==> config.mk <==
export PLATFORM = sky130hd
export DESIGN_NAME = gpio_ctrl
export DESIGN_NICKNAME = d
export VERILOG_FILES = /design/src/rtl/gpio_ctrl.sv
export SDC_FILE = /design/constraint.sdc
export NUM_CORES = 1
export LEC_CHECK = 0
export BUFFER_PORTS_ARGS = -buffer_cell sky130_fd_sc_hd__buf_4
export CAP_MARGIN = 15
export CORE_UTILIZATION = 57
export CTS_BUF_LIST = sky130_fd_sc_hd__clkbuf_8
export CTS_CLUSTER_SIZE = 14
export DETAILED_ROUTE_END_ITERATION = 6
export GPL_TIMING_DRIVEN = 0
export PLACE_DENSITY = 0.78
export SLEW_MARGIN = 20
export SYNTH_ARGS = -nofsm -noshare
export SYNTH_HDL_FRONTEND = slang
export SYNTH_SLANG_ARGS = --single-unit
==> constraint.sdc <==
create_clock -name clk -period 5 [get_ports clk]
set_clock_uncertainty 0.2 [all_clocks]
set_input_delay 1 -clock clk [delete_from_list [all_inputs] [get_ports clk]]
set_output_delay 1 -clock clk [all_outputs]
set_load 0.01 [all_outputs]
==> src/rtl/gpio_ctrl.sv <==
`default_nettype none
// ============================================================================
// Module   : gpio_ctrl
// Brief    : Register-mapped GPIO pad controller with edge-capture interrupt.
// Revision : 1.0 - initial release
// ============================================================================

module gpio_ctrl #(
    parameter int N = 8
) (
    input  logic         clk,
    input  logic         rst,
    input  logic         wen,
    input  logic         ren,
    input  logic [3:0]   addr,
    input  logic [N-1:0] wdata,
    output logic [N-1:0] rdata,
    output logic         rvalid,
    output logic [N-1:0] di,
    output logic [N-1:0] ie,
    output logic [N-1:0] oe,
    output logic [N-1:0] pu,
    output logic [N-1:0] pd,
    input  logic [N-1:0] dc,
    output logic         irq
);

    localparam logic [3:0] c_ADDR_OUT     = 4'd0;
    localparam logic [3:0] c_ADDR_OE      = 4'd1;
    localparam logic [3:0] c_ADDR_IE      = 4'd2;
    localparam logic [3:0] c_ADDR_PU      = 4'd3;
    localparam logic [3:0] c_ADDR_PD      = 4'd4;
    localparam logic [3:0] c_ADDR_IN      = 4'd5;
    localparam logic [3:0] c_ADDR_RISE_EN = 4'd6;
    localparam logic [3:0] c_ADDR_FALL_EN = 4'd7;
    localparam logic [3:0] c_ADDR_STATUS  = 4'd8;

    logic [N-1:0] r_out;
    logic [N-1:0] r_oe;
    logic [N-1:0] r_ie;
    logic [N-1:0] r_pu;
    logic [N-1:0] r_pd;
    logic [N-1:0] r_rise_en;
    logic [N-1:0] r_fall_en;
    logic [N-1:0] r_status;
    logic [N-1:0] r_s1;
    logic [N-1:0] r_s2;
    logic [N-1:0] r_s3;
    logic [N-1:0] r_rdata;
    logic         r_rvalid;

    logic [N-1:0] w_in;
    logic [N-1:0] w_rise;
    logic [N-1:0] w_fall;
    logic [N-1:0] w_set;
    logic [N-1:0] w_clr;
    logic [N-1:0] w_rd_mux;

    // Control registers
    always_ff @(posedge clk or posedge rst) begin
        if (rst) begin
            r_out     <= '0;
            r_oe      <= '0;
            r_ie      <= '1;
            r_pu      <= '0;
            r_pd      <= '0;
            r_rise_en <= '0;
            r_fall_en <= '0;
        end else if (wen) begin
            case (addr)
                c_ADDR_OUT:     r_out     <= wdata;
                c_ADDR_OE:      r_oe      <= wdata;
                c_ADDR_IE:      r_ie      <= wdata;
                c_ADDR_PU:      r_pu      <= wdata;
                c_ADDR_PD:      r_pd      <= wdata;
                c_ADDR_RISE_EN: r_rise_en <= wdata;
                c_ADDR_FALL_EN: r_fall_en <= wdata;
                default:        ;
            endcase
        end
    end

    // History flop is gated by IE so re-enabling a high pad reports a rise
    always_ff @(posedge clk or posedge rst) begin
        if (rst) begin
            r_s1 <= '0;
            r_s2 <= '0;
            r_s3 <= '0;
        end else begin
            r_s1 <= dc;
            r_s2 <= r_s1;
            r_s3 <= r_s2 & r_ie;
        end
    end

    assign w_in   = r_s2 & r_ie;
    assign w_rise = r_s2 & ~r_s3 & r_ie;
    assign w_fall = ~r_s2 & r_s3 & r_ie;
    assign w_set  = (w_rise & r_rise_en) | (w_fall & r_fall_en);
    assign w_clr  = (wen && (addr == c_ADDR_STATUS)) ? wdata : '0;

    // Set is applied after clear so a coincident edge event wins
    always_ff @(posedge clk or posedge rst) begin
        if (rst) begin
            r_status <= '0;
        end else begin
            r_status <= (r_status & ~w_clr) | w_set;
        end
    end

    always_comb begin
        w_rd_mux = '0;
        case (addr)
            c_ADDR_OUT:     w_rd_mux = r_out;
            c_ADDR_OE:      w_rd_mux = r_oe;
            c_ADDR_IE:      w_rd_mux = r_ie;
            c_ADDR_PU:      w_rd_mux = r_pu;
            c_ADDR_PD:      w_rd_mux = r_pd;
            c_ADDR_IN:      w_rd_mux = w_in;
            c_ADDR_RISE_EN: w_rd_mux = r_rise_en;
            c_ADDR_FALL_EN: w_rd_mux = r_fall_en;
            c_ADDR_STATUS:  w_rd_mux = r_status;
            default:        w_rd_mux = '0;
        endcase
    end

    // Read samples pre-write state, giving read-before-write on collisions
    always_ff @(posedge clk or posedge rst) begin
        if (rst) begin
            r_rdata  <= '0;
            r_rvalid <= 1'b0;
        end else begin
            r_rvalid <= ren;
            if (ren) begin
                r_rdata <= w_rd_mux;
            end
        end
    end

    assign rdata  = r_rdata;
    assign rvalid = r_rvalid;
    assign di     = r_out;
    assign oe     = r_oe;
    assign ie     = r_ie;
    assign pu     = r_pu;
    assign pd     = r_pd & ~r_pu;
    assign irq    = |r_status;

endmodule

`default_nettype wire
==> results.py <==
metrics = {
    "timing": {
        "min_period_over_period_pct": 51.9,
        "hold_viol": 0,
        "tightest_slew_ps": 635,
        "rsz0062_at_grt": "false",
        "timing.slew.headroom_pct": 57.5,
        "tns_ps": 0,
        "max_freq_mhz": 385,
        "setup_violations": 0,
        "timing.final.crit_period_ps": 2590,
        "drv_slew": 0,
        "whs_ps": 160,
    },
    "layout": {
        "layout-drive-gt1-share_pct": 37.8,
        "n_antenna_cell": 0,
        "final_cells": 525,
        "synthToLayoutAreaGrowth_pct": 19.4,
        "fin_nets": 445,
    },
    "place": {
        "portBuffers": 71,
        "hpwl_microns": 7490,
        "dpl.cell_count": 509,
        "gp_congestion": 0.899,
    },
    "clock_tree": {
        "cts_resized": 0,
        "cts_sinks": 97,
        "clk_latency_ps": 370,
        "cts.clk_slew.worst_paths_ps": 90,
        "cts_max_level": 3,
        "post_cts_buffers": 0,
        "ctsHoldBuffers": 0,
        "cts_tree": "built",
        "clockRootBuffer": "clkbuf_8",
        "cts.path.max_buffers": 2,
        "cts_buffers": 9,
    },
    "yosys": {
        "ys_warn_count": 0,
        "async_flop_share_pct": 100,
        "syn_avg_cell_area_sq_um": 13.2,
        "syn_nets": 362,
        "syn_inst": 338,
        "ys_seq_area_share_pct": 54.7,
        "synth_seq_cells": 97,
        "syn_area_sq_um": 4460,
        "synth_ff_type": "dfrtp_1",
        "synth_cell_types": 57,
        "synth_edf_count": 0,
    },
    "min_path": {
        "hp-class": "reg2reg",
        "min_delay_path_depth": 0,
        "hold_path_end": "r_s2[6]",
        "hp-start": "r_s1[6]",
    },
    "critical_path": {
        "critPathKind": "reg2out",
        "worstSetupEndpointType": "primary output",
        "cp_slowest_cell": "dfrtp_1",
        "reg2regPathDepth": 4,
        "path_buf_inv": 1,
        "r2r_start": "r_fall_en[7]",
        "critical-path-top-delay-family": "flip-flops",
        "start_kind": "flop",
        "path_cells": "nor4_1 > nand2_1 > buf_4",
        "cp_max_fo": 3,
        "reg2reg_setup_slack_ps": 3290,
        "crit_required_ps": 3800,
        "cpPeakStageDelay_ps": 440,
        "r2r_end": "rdata[7]",
        "cp.arrival_ps": 1390,
    },
    "route": {
        "avgViaCountPerCell": 6.10,
        "dr.pass1.iters": 4,
        "drtIter0Drc": 163,
        "vias": 3204,
        "wire_per_inst_microns": 20.7,
        "ant_nets": 0,
        "routed_wl_microns": 10900,
        "drc": 0,
    },
    "global_routing": {
        "grt_max_degree": 51,
        "track_usage_pct": 28.0,
        "grt_pass1_wl_microns": 17500,
        "first_global_vias": 3296,
        "antenna_found_initial": 0,
        "grt_overflow": 0,
    },
    "flow_run": {
        "drv_cap": 0,
    },
    "die": {
        "design.core.area_sq_um": 7410,
        "die_h_microns": 90.4,
        "initial_utilization_pct": 60.2,
        "placementRows": 31,
        "dieWidth_microns": 90.4,
        "pin_count": 74,
        "dieArea_sq_um": 8180,
    },
    "pwr": {
        "leakage_nw": 2.42,
        "powerDensity_nw_per_um2": 387,
        "vdd_drop_max_mv": 0.244,
        "p_sw_share_pct": 31.2,
        "seqPwrFrac_pct": 54.1,
        "p_int_w": 0.00142,
        "p_comb_share_pct": 23.1,
        "p_sw_w": 0.000642,
        "pwr-share-clk_pct": 22.8,
    },
    "status": {
        "outcome": "complete, no violations",
    },
}
## cell usage in the layout, fill, tap and decap left out, types with 4 or more instances in the layout
master / instances
a21oi_1: 4
a221o_1: 4
dfrtp_1: 89
buf_4: 76
nor2b_1: 10
a31oi_1: 4
buf_6: 5
a22oi_1: 6
and3b_1: 7
and2_1: 11
mux2i_1: 7
dfstp_2: 8
inv_6: 5
a22o_1: 17
nand3b_1: 7
nand2_1: 22
mux2_1: 27
mux2_2: 33
clkbuf_8: 9
nor4_1: 4
o21ai_0: 11
## flip-flops by register name, indices dropped and copies added, names as in the netlist
register   cells
di             8
ie             8
oe             8
pu             8
r_fall_en      8
r_pd           8
r_rise_en      8
r_s1           8
r_s2           8
r_s3           8
r_status       8
rdata          8
rvalid         1
## worst register-to-register path, stage by stage, from the launching register on
cell       delay, ps
dfrtp_1          410
and3_1           190
o211a_1          220
a2111oi_1        450
o22ai_1          130
## per-layer routing
layer  track usage (%)  vias up  routed length (microns)  part of all wire (%)
met5                 0        -                        0                     0
met4              11.0        0                      366                   3.4
met3              6.90       31                      715                   6.6
met2              44.5      130                     5130                    47
met1              37.2     1614                     4650                    43
li1                  -     1429                        -                     -
## Yosys cell counts (2+ instances only)
library cell	count	area (sq um)
o22ai_1	3	18.8
inv_1	3	11.3
nor3b_1	2	15.0
and3b_1	7	61.3
a21oi_1	4	20.0
o32ai_1	2	17.5
buf_2	2	10.0
nor2_4	2	22.5
dfrtp_1	89	2230
and2_1	11	68.8
nand2b_1	2	12.5
o21ai_1	3	15.0
a31oi_1	4	25.0
a221o_1	4	40.0
nand3b_1	7	52.6
a22o_1	17	149
nor4_1	4	25.0
buf_4	5	37.5
a22oi_1	6	45.0
a2111oi_2	2	30.0
o21ai_0	11	55.1
dfstp_2	8	210
buf_6	5	56.3
mux2_1	27	304
nand2_1	22	82.6
mux2_2	33	372
nand3_2	2	20.0
o2bb2ai_1	2	17.5
mux2i_1	7	70.1
nand3_4	2	35.0
and3_1	3	18.8
nor2b_1	10	62.6
nor2_1	3	11.3
## cell families after synthesis
family | Yosys count | share of synthesized area (%)
AND/OR/NAND/NOR | 95 | 15.2
AO/OA/AOI/OAI | 63 | 10.7
flip-flops | 97 | 54.7
multiplexers | 67 | 16.7
buffers and inverters | 16 | 2.67
## power by group through the flow
| stage | combinational, W | sequential (W) | clock [W] |
|---|---|---|---|
| global placement | 0.000462 | 0.00112 | 0 |
| global route | 0.000517 | 0.00113 | 0.000504 |
| detailed placement | 0.000479 | 0.00112 | 0 |
| CTS | 0.000481 | 0.00111 | 0.000479 |
| finish | 0.000476 | 0.00111 | 0.000469 |
| floorplan | 0.000249 | 0.00110 | 0 |
## how the worst max path moves through the flow
stage	startpoint	end	slack [ps]	cells past startpoint
final	r_status[6]	irq	2410	3
after global routing	r_status[6]	irq	2330	3
after CTS	r_status[6]	irq	2400	3
after detailed placement	addr[1]	r_status[1]	2260	6
after global placement	rst	pu[7]	260	2
after floorplan	rst	di[0]	1280	1
## per-stage QoR
stage          total power, W  utilization [%]  cell area (sq um)  setup WS (ps)
2_1_floorplan         0.00135                -               4460           1280
5_1_grt               0.00215             71.9               5330           2330
6_report              0.00206             71.9               5330           2410
3_3_place_gp          0.00158             69.0               5110            255
3_5_place_dp          0.00160             69.5               5150           2260
4_1_cts               0.00207             71.9               5330           2400
## layout make-up
class / instances / area, sq um
plain buffers: 12 / 104
clock buffers: 9 / 124
clock inverters: 7 / 53.8
fillers: 533 / 2080
inverters: 4 / 20.0
multi-input cells: 225 / 1900
flip-flops and latches: 97 / 2440
well taps: 99 / 124
repair buffers: 72 / 561
Note: power is estimated with default switching activity, not from simulation.
